`config.mk`:
```
export PLATFORM = sky130hd
export DESIGN_NAME = axi_rd
export DESIGN_NICKNAME = d
export VERILOG_FILES = /design/src/rtl/axi_rd.sv
export SDC_FILE = /design/constraint.sdc
export NUM_CORES = 1
export LEC_CHECK = 0
export BUFFER_PORTS_ARGS = -buffer_cell sky130_fd_sc_hd__buf_4
export CAP_MARGIN = 20
export CORE_AREA = 2 2 171 173
export DETAILED_ROUTE_END_ITERATION = 7
export DIE_AREA = 0 0 173 175
export GPL_ROUTABILITY_DRIVEN = 1
export PLACE_DENSITY = 0.54
export SYNTH_ARGS = -nofsm -noshare
export SYNTH_HDL_FRONTEND = slang
export SYNTH_SLANG_ARGS = --single-unit
export TNS_END_PERCENT = 50
```
`constraint.sdc`:
```
create_clock -name clk -period 4.7 [get_ports clk]
set_input_delay 0.94 -clock clk [delete_from_list [all_inputs] [get_ports clk]]
set_output_delay 0.94 -clock clk [all_outputs]
set_load 0.03 [all_outputs]
```
`src/rtl/axi_rd.sv`:
```
// axi_rd: AXI read-channel master shared by icache and dcache.
// One AR transaction in flight at a time (line refill burst or single beat),
// R beats collected into a line buffer, line returned with a one-cycle pulse.
// Optional build macro AXI_RD_RESP_CHECK_EN adds a sticky rd_err output that
// flags bad rresp, rid mismatch or rlast disagreeing with the beat counter.
module axi_rd #(
  parameter int BYTES_PER_LINE = 16,
  parameter int WORDS_PER_LINE = BYTES_PER_LINE / 4,
  parameter int PTR_WIDTH      = (WORDS_PER_LINE > 1) ? $clog2(WORDS_PER_LINE) : 1,
  parameter int LINE_WIDTH     = WORDS_PER_LINE * 32
) (
  input  logic                  clk,
  input  logic                  resetn,
  input  logic                  i_rd_req,
  output logic                  i_rd_rdy,
  input  logic                  i_burst,
  input  logic [31:0]           i_addr,
  output logic                  i_ret_valid,
  output logic [LINE_WIDTH-1:0] i_ret_data,
  input  logic                  d_rd_req,
  output logic                  d_rd_rdy,
  input  logic                  d_burst,
  input  logic [31:0]           d_addr,
  input  logic [1:0]            d_size,
  output logic                  d_ret_valid,
  output logic [LINE_WIDTH-1:0] d_ret_data,
  input  logic                  wr_idle,
  output logic                  read_unfinish,
  output logic [3:0]            arid,
  output logic [31:0]           araddr,
  output logic [7:0]            arlen,
  output logic [2:0]            arsize,
  output logic [1:0]            arburst,
  output logic [1:0]            arlock,
  output logic [3:0]            arcache,
  output logic [2:0]            arprot,
  output logic                  arvalid,
  input  logic                  arready,
  input  logic [3:0]            rid,
  input  logic [31:0]           rdata,
  input  logic [1:0]            rresp,
  input  logic                  rlast,
  input  logic                  rvalid,
  output logic                  rready
`ifdef AXI_RD_RESP_CHECK_EN
  ,
  output logic                  rd_err
`endif
);

  typedef enum logic [3:0] {
    S_IDLE = 4'b0001,
    S_AR   = 4'b0010,
    S_R    = 4'b0100,
    S_RESP = 4'b1000
  } state_e;

  localparam logic [PTR_WIDTH-1:0] LAST_PTR  = PTR_WIDTH'(WORDS_PER_LINE - 1);
  localparam logic [31:0]          LINE_MASK = ~(32'(BYTES_PER_LINE) - 32'd1);

  state_e                           state_q;
  logic                             src_q;    // 1 = dcache
  logic                             burst_q;
  logic [31:0]                      addr_q;
  logic [1:0]                       size_q;
  logic [PTR_WIDTH-1:0]             ptr_q;
  logic [WORDS_PER_LINE-1:0][31:0]  buf_q;

  logic st_idle, d_accept, i_accept, r_beat, last_beat;

  // Acceptance is gated by resetn so nothing looks ready while reset is held.
  assign st_idle       = resetn & (state_q == S_IDLE);
  assign d_accept      = st_idle & d_rd_req & wr_idle;
  assign i_accept      = st_idle & i_rd_req & ~d_accept;
  assign d_rd_rdy      = st_idle & wr_idle;
  assign i_rd_rdy      = st_idle & ~d_accept;
  // Combinational so the write stage sees the block in the accept cycle itself.
  assign read_unfinish = (state_q != S_IDLE) | i_accept | d_accept;

  // AR payload comes only from latched request fields, so it is stable until arready.
  assign arvalid = (state_q == S_AR);
  assign arid    = {3'b000, src_q};
  assign araddr  = burst_q ? (addr_q & LINE_MASK) : addr_q;
  assign arlen   = burst_q ? 8'(WORDS_PER_LINE - 1) : 8'd0;
  assign arsize  = burst_q ? 3'd2 : {1'b0, size_q};
  assign arburst = burst_q ? 2'b01 : 2'b00;
  assign arlock  = 2'b00;
  assign arcache = 4'b0000;
  assign arprot  = 3'b000;

  assign rready    = (state_q == S_R);
  assign r_beat    = rready & rvalid;
  // Sequencing follows the beat counter only; rlast is not trusted.
  assign last_beat = ~burst_q | (ptr_q == LAST_PTR);

  assign i_ret_valid = (state_q == S_RESP) & ~src_q;
  assign d_ret_valid = (state_q == S_RESP) & src_q;
  assign i_ret_data  = buf_q;
  assign d_ret_data  = buf_q;

  // Read FSM: accept, issue AR, collect beats, one-cycle return pulse.
  always_ff @(posedge clk or negedge resetn) begin
    if (!resetn) begin
      state_q <= S_IDLE;
      src_q   <= 1'b0;
      burst_q <= 1'b0;
      addr_q  <= '0;
      size_q  <= '0;
      ptr_q   <= '0;
      buf_q   <= '0;
    end else begin
      case (state_q)
        S_IDLE: begin
          if (d_accept | i_accept) begin
            src_q   <= d_accept;
            burst_q <= d_accept ? d_burst : i_burst;
            addr_q  <= d_accept ? d_addr : i_addr;
            size_q  <= d_accept ? d_size : 2'd2;
            ptr_q   <= '0;
            buf_q   <= '0;   // single reads rely on the upper words being zero
            state_q <= S_AR;
          end
        end
        S_AR: if (arready) state_q <= S_R;
        S_R: begin
          if (r_beat) begin
            buf_q[ptr_q] <= rdata;
            ptr_q        <= ptr_q + 1'b1;
            if (last_beat) begin
              ptr_q   <= '0;
              state_q <= S_RESP;
            end
          end
        end
        S_RESP:  state_q <= S_IDLE;
        default: state_q <= S_IDLE;
      endcase
    end
  end

`ifdef AXI_RD_RESP_CHECK_EN
  // Sticky protocol error flag; only reset clears it.
  always_ff @(posedge clk or negedge resetn) begin
    if (!resetn) rd_err <= 1'b0;
    else if (r_beat && ((rresp != 2'b00) || (rid != arid) || (rlast != last_beat)))
      rd_err <= 1'b1;
  end
`else
  logic unused_rsp;
  assign unused_rsp = ^{rid, rresp, rlast};
`endif

endmodule

```
Word-level counts from Yosys, hierarchy flattened
Index checks and enable logic that the tools add are counted.
Operators by class
  $add $sub $neg: 1
  $lt $le $gt $ge: 2
  equal/unequal tests: 10
  muxes and demuxes: 22
  bitwise gates (word level): 17
  reduce and logical (&&, ||, !) cells: 5
Operator list (count)
  128-bit 2-to-1 mux: 2
  128-bit one-hot mux with 2 select lines: 1
  128-bit bitwise mux: 1
  32-bit demux with 2-bit select: 1
  32-bit 2-to-1 mux: 2
  4-bit 2-to-1 mux: 5
  2-bit 2-to-1 mux: 6
  4-bit one-hot mux with 3 select lines: 1
  1-bit AND: 10
  2-bit by 1-bit != test with 1-bit output, second input constant: 4
  4-bit by 1-bit == test with 1-bit output, second input constant: 1
  4-bit by 2-bit == test with 1-bit output, second input constant: 1
  4-bit by 3-bit == test with 1-bit output, second input constant: 1
  4-bit == test, second input constant: 1
  4-bit by 1-bit != test with 1-bit output, second input constant: 1
  1-bit OR: 4
  2-bit one-hot mux with 2 select lines: 1
  4-bit AND reduction: 1
  2-bit by 3-bit < comparator with 1-bit output, second input constant: 1
  1-bit NOT: 3
  3-bit AND reduction: 1
  2-bit by 1-bit adder with 2-bit output, second input constant: 1
  2-bit == test, second input constant: 1
  2-bit by 1-bit greater-or-equal comparator with 1-bit output, second input constant: 1
  other kinds (4): 5
Word-level totals
  register bits: 170
  input port bits: 114
  logic and storage cells: 67

Depth between registers and ports, before layout
  depth in word-level cells: 9
  gate-level depth with buffers: 7
  depth with buffers taken out: 5

Worst setup path before layout
Ideal clock, no wire load.
  path type: reg-to-output
  start: reg state_q[0]
  end: out read_unfinish
  data arrival time: 1769 ps
  required time: 3760 ps
  setup slack: 1991 ps
  cell stages (with the launch flop): 5
  path buffers: 2
  cell sequence: dfstp_2 > nor4b_4 > clkbuf_1 > clkbuf_1 > o21ai_0
Between the ends
  cells in the longest elaborated chain, start to end: 8
  elaborated cells between the ends (all ways): 10
RTL lines
  from (decl): line 61  | state_e state_q;
  from (signal assigned): line 104  | state_q <= S_IDLE;
  from (signal assigned): line 121  | state_q <= S_AR;
  from (signal assigned): line 124  | S_AR: if (arready) state_q <= S_R;
  4-bit by 1-bit == test with 1-bit output: line 72  | assign st_idle = resetn & (state_q == S_IDLE);
  1-bit AND: line 72
  1-bit AND (2 in series): line 73  | assign d_accept = st_idle & d_rd_req & wr_idle;
  1-bit NOT: line 74  | assign i_accept = st_idle & i_rd_req & ~d_accept;
  1-bit AND: line 74
  1-bit OR: line 78  | assign read_unfinish = (state_q != S_IDLE) | i_accept | d_accept;
  1-bit OR (*): line 78
  to (decl): line 28  | output logic read_unfinish,
Every way passes the cells marked *; elsewhere a longest branch is shown, timed or not.

Final worst setup path
  start: reg state_q[1]
  end: out rready
Between the ends
  cells in the longest elaborated chain, start to end: 1
RTL lines
  4-bit by 3-bit == test with 1-bit output: line 91  | assign rready = (state_q == S_R);
  to (decl): line 44  | output logic rready
No other way between the ends.

==> run summary <==
Status = finished, final reports clean
Power per standard cell area = 423.9 mW/mm^2
Hpwl dp = 19.33 mm
TritonCTS Buffers = 17
Root buf cell = clkbuf_16
Final wirelength = 29.25 mm
Clock Path Buffers = 2
First-pass GRT wire length = 43.25 mm
Leakage Power = 5.406 nW
Drt initial violations = 358
Synth area leader = dfrtp_1
Worst Path Required = 3.76 ns
Post-synthesis async set-or-reset flop share = 100.0%
First-pass DRT Iterations = 4
Seq/Total Area, Yosys = 48.67%
Nets = 1,131
Fin area = 0.01146 sq mm
Number of fill cells = 2,807
Core area = 0.02839 sq mm
CTS tree = done
# setup viols final = 0
FP Rows = 62
CP Data Arrival Time = 2.17 ns
Worst Skew = 0.01680 ns
Clk sinks = 170
Synthesized flop and latch total = 170
MaxCap Viol Count = 0
RSZ-0062 raised after global routing = false
Minimum clock period = 3.110 ns
Max Clock Freq = 321.5 MHz
Gr ovfl total = 0
EDFF count, synth = 0
IO Port Bufs = 407
Mapped Cells = 801
Avg Cell Area, Syn = 10.92 sq um
Total number of vias = 6,865
Vias in the first global route = 6,825
Final hold viol count = 0
Clk_lat worst skew = 0.43 ns
Ant. Diodes = 0
Ys flop type = dfrtp_1
Pins Over Slew Limit = 0
Initial Util = 30.79%
Synth warnings = 0
Die Footprint = 0.03028 sq mm
Leading cell types by total area after synthesis = dfrtp_1 (48%), buf_4 (17%), o2bb2ai_1 (13%), o21ai_0 (7.6%), o221a_2 (4.3%)
Worst hold path type = primary input to async pin
Antenna violations before repair = 0
Total Power = 0.004857 W
Pin count of the biggest net entering global routing = 95
Antenna-violating nets left = 0
Crit start category = flip-flop
Drt wl/cell = 20.74 um
Yosys cell types = 34
Top fanout value on the critical path = 79
Commonest cells post-synth = buf_4 (193), dfrtp_1 (169), o21ai_0 (133)
Post-CTS Setup Inserts = 0
Vias/cell = 4.869
Fin Setup TNS = 0 ns
Number of remaining DRC errors = 0
Maximum vdd drop = 0.2207 mV
Post-CTS Resized = 0
Register-to-register setup slack = 1.99 ns
Reg2reg path depth = 3
Routability congestion estimate = 0.7367
Die extent in x = 173 um
Die outline height = 175 um
Fraction of layout cells with a size suffix above 1 = 48.64%
Crit end category = primary output
Min Hold Slack = 0.4354 ns
Worst-path clk slew = 0.07 ns
Crit Path Category = flip-flop to primary output
Top cell type's share of synthesized area = 48.37%
Worst-Margin Slew = 1.100 ns
Ports = 435
CTS H-tree lvls = 4
Final Cycle Share = 66.17%
Dpl cell area = 0.01079 sq mm
# hold bufs at CTS = 0
Area grow syn2layout = 31.04%
Reg2reg end = d_ret_data[21]$_DFFE_PN0P_
Max-slew headroom = 26.52%
Most common cell in the netlist = buf_4
GRT Resource Usage Total = 18.45%
FF-to-FF Start = state_q[1]$_DFFE_PN0P_
Mapped Area = 0.008743 sq mm
[routing by layer]
| layer | vias up | track usage [%] | routed length, um |
|---|---|---|---|
| li1 | 3164 | - | - |
| met1 | 3442 | 24.35 | 12930 |
| met2 | 246 | 31.72 | 14760 |
| met3 | 13 | 3.307 | 1333 |
| met4 | 0 | 3.814 | 226 |
| met5 | - | 0 | 0 |
[placed cells by master, fill, tap and decap left out, types with 2 or more instances in the layout]
master / netlist / final
buf_4: 193 / 418
dfrtp_1: 169 / 169
o21ai_0: 133 / 133
o2bb2ai_1: 129 / 129
nand3b_1: 34 / 34
o221a_2: 33 / 33
conb_1: 1 / 20
clkbuf_16: 0 / 17
nor2b_1: 8 / 8
nand2_1: 8 / 7
inv_1: 6 / 6
inv_8: 0 / 5
nor2_4: 4 / 4
ha_1: 4 / 4
and3_1: 3 / 3
clkinv_8: 0 / 3
clkinv_4: 1 / 2
nor4b_1: 2 / 2
nor4_1: 2 / 2
a21oi_1: 2 / 2
nand2_2: 1 / 2
bufinv_16: 0 / 2
inv_6: 0 / 2
clkinvlp_4: 0 / 2
buf_6: 2 / 2
buf_12: 0 / 2
[kinds of logic after synthesis]
group / after synthesis / share of synthesized area [%]
fa+ha+maj: 4 / 0.5724
other cells: 1 / 0.04289
buf+inv: 255 / 19.59
flops: 170 / 48.67
simple gates: 70 / 5.810
compound gates: 301 / 25.31
[metrics by stage]
| step | utilization [%] | worst slack, ns | std cells |
|---|---|---|---|
| global route | 40.35 | 1.490 | 1410 |
| floorplan | - | 1.991 | 820 |
| CTS | 40.24 | 1.323 | 1408 |
| global placement | 38.02 | 1.716 | 1376 |
| finish | 40.35 | 1.590 | 1410 |
| detailed placement | 38.02 | 1.678 | 1376 |
[power by group]
| part | switching [W] | internal, W | total [W] |
|---|---|---|---|
| Sequential | 0.000140 | 0.00165 | 0.00179 |
| Combinational | 0.000960 | 0.000592 | 0.00155 |
| Clock | 0.000696 | 0.000821 | 0.00152 |
[worst max-delay path by stage]
| stage | cells past startpoint | to | startpoint | slack (ns) |
|---|---|---|---|---|
| global route | 3 | rready | state_q[1]$_DFFE_PN0P_ | 1.49 |
| CTS | 3 | read_unfinish | state_q[0]$_DFFE_PN1P_ | 1.32 |
| floorplan | 4 | read_unfinish | state_q[0]$_DFFE_PN1P_ | 1.99 |
| global placement | 4 | d_ret_data[12]$_DFFE_PN0P_ | rvalid | 1.72 |
| finish | 3 | rready | state_q[1]$_DFFE_PN0P_ | 1.59 |
| detailed placement | 4 | d_ret_data[21]$_DFFE_PN0P_ | rvalid | 1.68 |
[worst max-delay path: stages (launching register included)]
cell and delay, ns:
dfrtp_1 0.45, or4b_4 0.96, clkinv_4 0.16, buf_4 0.18
[registers in the layout (all words and copies together) (netlist names)]
| name | count |
|---|---|
| addr_q | 32 |
| size_q | 2 |
| d_ret_data | 128 |
| src_q | 1 |
| ptr_q | 2 |
| burst_q | 1 |
| state_q | 4 |
[final cells by class]
class                           count  area, sq um  area share (%)
Sequential cell                   170         4255           37.14
Clock buffer                       17        425.4           3.713
Clock inverter                     15        206.4           1.802
Multi-Input combinational cell    395         2858           24.94
Tap cell                          384        480.5           4.194
Timing Repair Buffer              422         3201           27.94
Inverter                            7        31.28          0.2730
Power figures use the tool's default switching activity.
